## src/rtl/perf_mmio_types.sv

```systemverilog
// Shared types for the performance-counter MMIO block.
// Holds the register offsets within the 256-byte window and the bus FSM state type.
package perf_mmio_types;

  typedef enum logic {
    ST_IDLE = 1'b0,
    ST_RESP = 1'b1
  } state_t;

  localparam logic [7:0] OFS_CTRL     = 8'h00;
  localparam logic [7:0] OFS_CYCLE_LO = 8'h04;
  localparam logic [7:0] OFS_CYCLE_HI = 8'h08;
  localparam logic [7:0] OFS_OVF      = 8'h0C;
  localparam logic [7:0] OFS_EVT0     = 8'h10;

endpackage

```

## src/rtl/perf_event_counter.sv

```systemverilog
// One 32-bit event counter.
// Ports:
//   clk, rst     : clock, asynchronous active-high reset
//   en           : counting enabled
//   inc          : event this cycle
//   clr          : synchronous zero, takes priority over inc
//   count[31:0]  : current count
//   wrap         : high for the cycle in which count rolls from all-ones to zero
module perf_event_counter (
  input  logic        clk,
  input  logic        rst,
  input  logic        en,
  input  logic        inc,
  input  logic        clr,
  output logic [31:0] count,
  output logic        wrap
);

  // Combinational so the parent can set its sticky flag on the same edge as the rollover.
  assign wrap = en && inc && !clr && (&count);

  always_ff @(posedge clk or posedge rst) begin
    if (rst) begin
      count <= '0;
    end else if (clr) begin
      count <= '0;
    end else if (en && inc) begin
      count <= count + 32'd1;
    end
  end

endmodule

```

## src/rtl/perf_cnt_mmio.sv

```systemverilog
// Memory-mapped performance counter block: a 64-bit cycle counter, NUM_EVT event
// counters with sticky overflow flags, and a two-cycle request/response bus.
// Ports:
//   clk, rst            : clock, asynchronous active-high reset
//   mem_read, mem_write : requests, held until mem_resp
//   mem_address         : byte address, [1:0] ignored
//   mem_wdata           : write data
//   mem_byte_enable     : write byte lanes
//   mem_rdata           : read data, valid while mem_resp
//   mem_resp            : one-cycle completion pulse
//   evt                 : per-cycle event pulses, bit i feeds counter i
//
// FSM states:
//   state   | meaning
//   ST_IDLE | waiting for a request; access performed on the leaving edge
//   ST_RESP | mem_resp high, mem_rdata held; always returns to ST_IDLE
module perf_cnt_mmio
  import perf_mmio_types::*;
#(
  parameter int          NUM_EVT   = 8,
  parameter logic [31:0] BASE_ADDR = 32'hFFFF_FF00
) (
  input  logic               clk,
  input  logic               rst,
  input  logic               mem_read,
  input  logic               mem_write,
  input  logic [31:0]        mem_address,
  input  logic [31:0]        mem_wdata,
  input  logic [3:0]         mem_byte_enable,
  output logic [31:0]        mem_rdata,
  output logic               mem_resp,
  input  logic [NUM_EVT-1:0] evt
);

  state_t             state;
  logic               enable;
  logic [63:0]        cycle;
  logic [31:0]        cycle_hi_shadow;
  logic [NUM_EVT-1:0] ovf;
  logic [31:0]        evt_count [NUM_EVT];
  logic [NUM_EVT-1:0] evt_wrap;
  logic [NUM_EVT-1:0] ovf_w1c;

  logic        access;
  logic        in_window;
  logic        do_write;
  logic        do_read;
  logic        ctrl_wr;
  logic        clear;
  logic        ovf_wr;
  logic [7:0]  offset;
  logic [31:0] read_data;

  // Address bits [1:0] and write-data bits beyond the flag width carry no meaning.
  logic unused_bits;
  assign unused_bits = ^{mem_address[1:0], mem_wdata};

  assign in_window = (mem_address[31:8] == BASE_ADDR[31:8]);
  assign offset    = {mem_address[7:2], 2'b00};
  assign access    = (state == ST_IDLE) && (mem_read || mem_write);
  // A simultaneous read+write is treated purely as a write.
  assign do_write  = access && mem_write && in_window;
  assign do_read   = access && mem_read && !mem_write && in_window;
  assign ctrl_wr   = do_write && (offset == OFS_CTRL) && mem_byte_enable[0];
  assign clear     = ctrl_wr && mem_wdata[1];
  assign ovf_wr    = do_write && (offset == OFS_OVF);

  always_comb begin
    ovf_w1c = '0;
    for (int i = 0; i < NUM_EVT; i++) begin
      ovf_w1c[i] = ovf_wr && mem_wdata[i] && mem_byte_enable[i / 8];
    end
  end

  always_comb begin
    read_data = '0;
    if (in_window) begin
      case (offset)
        OFS_CTRL:     read_data[0] = enable;
        OFS_CYCLE_LO: read_data = cycle[31:0];
        OFS_CYCLE_HI: read_data = cycle_hi_shadow;
        OFS_OVF:      read_data[NUM_EVT-1:0] = ovf;
        default: begin
          for (int i = 0; i < NUM_EVT; i++) begin
            if (offset == OFS_EVT0 + 8'(4 * i)) read_data = evt_count[i];
          end
        end
      endcase
    end
  end

  for (genvar g = 0; g < NUM_EVT; g++) begin : g_evt
    perf_event_counter u_cnt (
      .clk   (clk),
      .rst   (rst),
      .en    (enable),
      .inc   (evt[g]),
      .clr   (clear),
      .count (evt_count[g]),
      .wrap  (evt_wrap[g])
    );
  end

  always_ff @(posedge clk or posedge rst) begin
    if (rst) begin
      state           <= ST_IDLE;
      mem_resp        <= 1'b0;
      mem_rdata       <= '0;
      enable          <= 1'b1;
      cycle           <= '0;
      cycle_hi_shadow <= '0;
      ovf             <= '0;
    end else begin
      case (state)
        ST_IDLE: begin
          if (mem_read || mem_write) begin
            state     <= ST_RESP;
            mem_resp  <= 1'b1;
            mem_rdata <= do_read ? read_data : '0;
          end
        end
        default: begin
          state     <= ST_IDLE;
          mem_resp  <= 1'b0;
          mem_rdata <= '0;
        end
      endcase

      if (clear) begin
        cycle           <= '0;
        cycle_hi_shadow <= '0;
        ovf             <= '0;
      end else begin
        if (enable) cycle <= cycle + 64'd1;
        if (do_read && (offset == OFS_CYCLE_LO)) cycle_hi_shadow <= cycle[63:32];
        // A wrap on the same edge as a write-1-to-clear leaves the flag set.
        ovf <= (ovf & ~ovf_w1c) | evt_wrap;
      end

      if (ctrl_wr) enable <= mem_wdata[0];
    end
  end

endmodule

```

## config.mk

```make
export PLATFORM = sky130hd
export DESIGN_NAME = perf_cnt_mmio
export DESIGN_NICKNAME = d
export VERILOG_FILES = /design/src/rtl/perf_mmio_types.sv /design/src/rtl/perf_event_counter.sv /design/src/rtl/perf_cnt_mmio.sv
export SDC_FILE = /design/constraint.sdc
export NUM_CORES = 1
export LEC_CHECK = 0
export ABC_AREA = 1
export BUFFER_PORTS_ARGS = -buffer_cell sky130_fd_sc_hd__buf_2
export CORE_ASPECT_RATIO = 0.9
export CORE_MARGIN = 1
export CORE_UTILIZATION = 30
export CTS_BUF_LIST = sky130_fd_sc_hd__clkbuf_4 sky130_fd_sc_hd__clkbuf_8
export CTS_CLUSTER_SIZE = 12
export DETAILED_ROUTE_END_ITERATION = 10
export PLACE_DENSITY = 0.47
export SETUP_SLACK_MARGIN = 0.5
export SLEW_MARGIN = 25
export SYNTH_ARGS = -nofsm -noshare
export SYNTH_HDL_FRONTEND = slang
export SYNTH_SLANG_ARGS = --single-unit
```

## constraint.sdc

```tcl
create_clock -name clk -period 11.9 [get_ports clk]
set_input_delay 0.595 -clock clk [delete_from_list [all_inputs] [get_ports clk]]
set_output_delay 0.595 -clock clk [all_outputs]
set_load 0.01 [all_outputs]
```

==> results.yml <==
worst_setup_path:
  crit_path_start_kind: "primary input"
  cp-end-kind: "flop"
  cp_cell_sequence: "buf_2, nor2_4, buf_4, nand3_2, buf_4, inv_2, nand2_1, nor2_1, nand3_4, buf_4, buf_4, buf_4, nand4_1, o21ai_0"
  required_ns: 12.50
  path_buf_inv: 7
  crit_type: "primary input to flop"
  cp_max_fo: 65
  crit_path_frequent_cell: "buf_4"
  critPathSlowestCell: "buf_4"
  crit_family: "buffers and inverters"
  slowest_delay_ns: 0.59
  worstPathArrival_ns: 4.29
die:
  dieWidth_um: 312.3
  num_io_pins: 113
  coreArea_um2: 85890
  start_util_pct: 30.27
  fp-row-count: 102
  die_h_um: 281.3
  design.die.area_um2: 87850
clock_network:
  cts_made_buffers: 78
  clock_path_buffers: 3
  postCtsSetupBuffers: 0
  cts_htree_levels: 3
  cts_resized: 0
  clk_pin_slew_ns: 0.05
  cts_tree: "done"
  ctsRootBufferMaster: "clkbuf_8"
  cts_hold_buf: 1
  clkSinkCount: 395
  insertion_delay_ns: 0.73
timing:
  period_needed_ns: 3.696
  final-hold-violation-count: 0
  period_share_pct: 31.06
  worst_pin_slew_ns: 1.044
  drv_slew: 0
  fin_ws_ns: 8.204
  rsz0062_at_grt: "false"
  fin_skew_ns: 0.05229
  tns_ns: 0
  fmax_mhz: 270.6
  setup_viol: 0
  relSlewSlack_pct: 30.34
finish:
  drive_gt1_share_pct: 6.932
  fillCellCount: 9511
  nNetsFinal: 4160
  area_delta_synth_final_pct: 12.21
power_and_ir_drop:
  peakVddDrop_mv: 0.05173
  leakage_uw: 0.01331
  power_density_nw_per_um2: 100.3
place:
  gp_congestion: 0.9762
  post-place-ws_ns: 7.550
  portBuffers: 83
  dp_hpwl_um: 78840
global_routing:
  first_global_vias: 25102
  grt_max_degree: 140
  grt_antenna_before_repair: 3
  grt_usage_pct: 23.95
  grt-ovfl-total: 0
  grt_pass1_wl_um: 160200
routing:
  ant_nets: 0
  vias: 26879
  drc: 0
  drt-pass1-iter-count: 6
  first_iter_violations: 2496
  viasPerCell: 5.099
  totalWireLength_um: 105900
  wl_per_cell_um: 20.09
logic_synthesis:
  async_flop_share_pct: 100.0
  syn_nets: 4104
  yosysUniqueCellTypes: 38
  synth_edf_count: 0
  avgSynthCellArea_um2: 6.476
  syn_inst: 4015
  syn_area_um2: 26000
  ys_ff_latch: 395
  ys_warn_count: 0
  ys_seq_area_share_pct: 38.02
  ys.flop_type: "dfrtp_1"
outcome:
  status: "finished, final reports clean"
worst_hold_path:
  min_path_type: "primary input to flop"
run:
  drv_cap: 0
## power breakdown
group          internal (uW)  total, uW  switching [uW]
clock network            829       1490             660
logic                   18.9       91.4            72.4
registers               1340       1350           0.740
total                   2190       2930             733
## area by class of cell
cell class | instances | area, um2 | area share (%)
multi-input combinational | 3093 | 14100 | 48.33
timing repair buffer | 114 | 663.1 | 2.273
clock inverter | 8 | 51.30 | 0.1758
tap | 1144 | 1431 | 4.906
sequential | 395 | 9886 | 33.88
antenna | 1 | 2.502 | 0.008577
inverter | 389 | 1469 | 5.035
clock buffer | 127 | 1573 | 5.391
## worst paths after layout
path	start	endpoint	slack (ns)	depth (start not counted)
worst max-delay path	mem_address[7]	g_evt[6].u_cnt.count[29]$_DFFE_PP0P_	8.20	14
worst min-delay path	mem_read	mem_resp$_DFFE_PP0P_	0.22	3
worst max register to register	enable$_DFFE_PP1N_	g_evt[2].u_cnt.count[21]$_DFFE_PP0P_	8.49	12
worst min register to register	mem_rdata[27]$_DFFE_PP0P_	mem_rdata[27]$_DFFE_PP0P_	0.47	2
max in group asynchronous	rst	cycle[49]$_DFFE_PP0P_	8.73	6
min in group asynchronous	rst	g_evt[4].u_cnt.count[0]$_DFFE_PP0P_	0.45	3
## registers in the layout (all words and copies together) (netlist names)
name and count:
mem_resp 1, enable 1, mem_rdata 32, cycle 64, ovf 8, cycle_hi_shadow 32, g_evt.u_cnt.count 256, state 1
## per-stage QoR
step	area [um2]	instances	util [%]	hold WS, ns	total power, uW
after floorplan	26000	4015	-	0.4624	1419
after global placement	27540	5134	32.06	0.4627	1463
after detailed placement	27540	5134	32.06	0.4606	1463
after CTS	29170	5270	33.97	0.1789	2972
after global routing	29180	5271	33.97	0.2089	3033
final	29180	5271	33.97	0.2183	2926
## cells in the mapped netlist (4+ instances only)
cell type	n	area, um2
nand2_1	1194	4482
nor2_1	763	2864
dfrtp_1	394	9859
inv_1	378	1419
nand3_1	324	1622
nand4_1	211	1320
o21ai_0	169	845.8
a21oi_1	111	555.5
nor3_1	93	465.5
xor2_1	78	683.2
clkbuf_1	64	240.2
buf_2	52	260.3
a221oi_1	28	245.2
xnor2_1	22	192.7
nor3b_1	20	150.1
buf_1	19	71.32
nor4_1	13	81.33
a31oi_1	12	75.07
or2_2	10	62.56
ha_1	9	112.6
o22ai_1	7	43.79
inv_2	6	22.52
clkinv_1	5	18.77
and2_1	4	25.02
nor2_2	4	25.02
nor2_4	4	45.04
## logic make-up (layout without fill, tap and decap cells)
logic type | Yosys count | count (layout) | synth area share (%)
AOI/OAI and AO/OA | 333 | 333 | 6.987
DFF | 395 | 395 | 38.02
xor gates and xnor gates | 100 | 100 | 3.369
other | 0 | 1 | 0
buffers and inverters | 527 | 638 | 7.892
adders and majority gates | 9 | 9 | 0.4331
and+or+nand+nor | 2651 | 2651 | 43.30
## per-layer routing
metal	vias to the layer above	wire length (um)	GRT usage [%]	part of all wire (%)
met4	0	2798	6.498	2.6
met3	133	6120	3.911	5.8
met1	12798	51530	35.29	49
met5	-	0	0	0
li1	13138	-	-	-
met2	810	45430	35.76	43
## worst register-to-register path: cells and delay by family, from the launching register on
kind | cells | cell delay, ns
flip-flops | 1 | 0.66
buffers and inverters | 2 | 1.04
AND/OR/NAND/NOR | 10 | 1.60
## layout by cell type (no fill, tap or decap), types with 2 or more instances in the layout
master,Yosys,routed
inv_6,0,2
xor2_1,78,78
nand3_2,2,2
o21ai_0,169,169
nor3_1,93,92
dfrtp_1,394,394
nor2_1,763,759
nor3_4,2,2
buf_2,52,83
xnor2_1,22,22
clkbuf_4,0,28
a221oi_1,28,28
nor2_4,4,6
nor4_1,13,13
buf_4,2,29
a21oi_1,111,111
o21bai_1,3,3
clkinv_2,0,4
nor2_2,4,6
and2_1,4,4
inv_1,378,377
ha_1,9,9
clkinv_1,5,5
nand2_1,1194,1194
and3_1,3,3
a31oi_1,12,12
nand4_1,211,211
nand3b_1,3,3
clkinvlp_4,0,4
or2_2,10,10
nor3b_1,20,20
inv_2,6,5
clkbuf_8,0,99
nand3_1,324,323
o22ai_1,7,7
(Power assumes the default switching activity.)
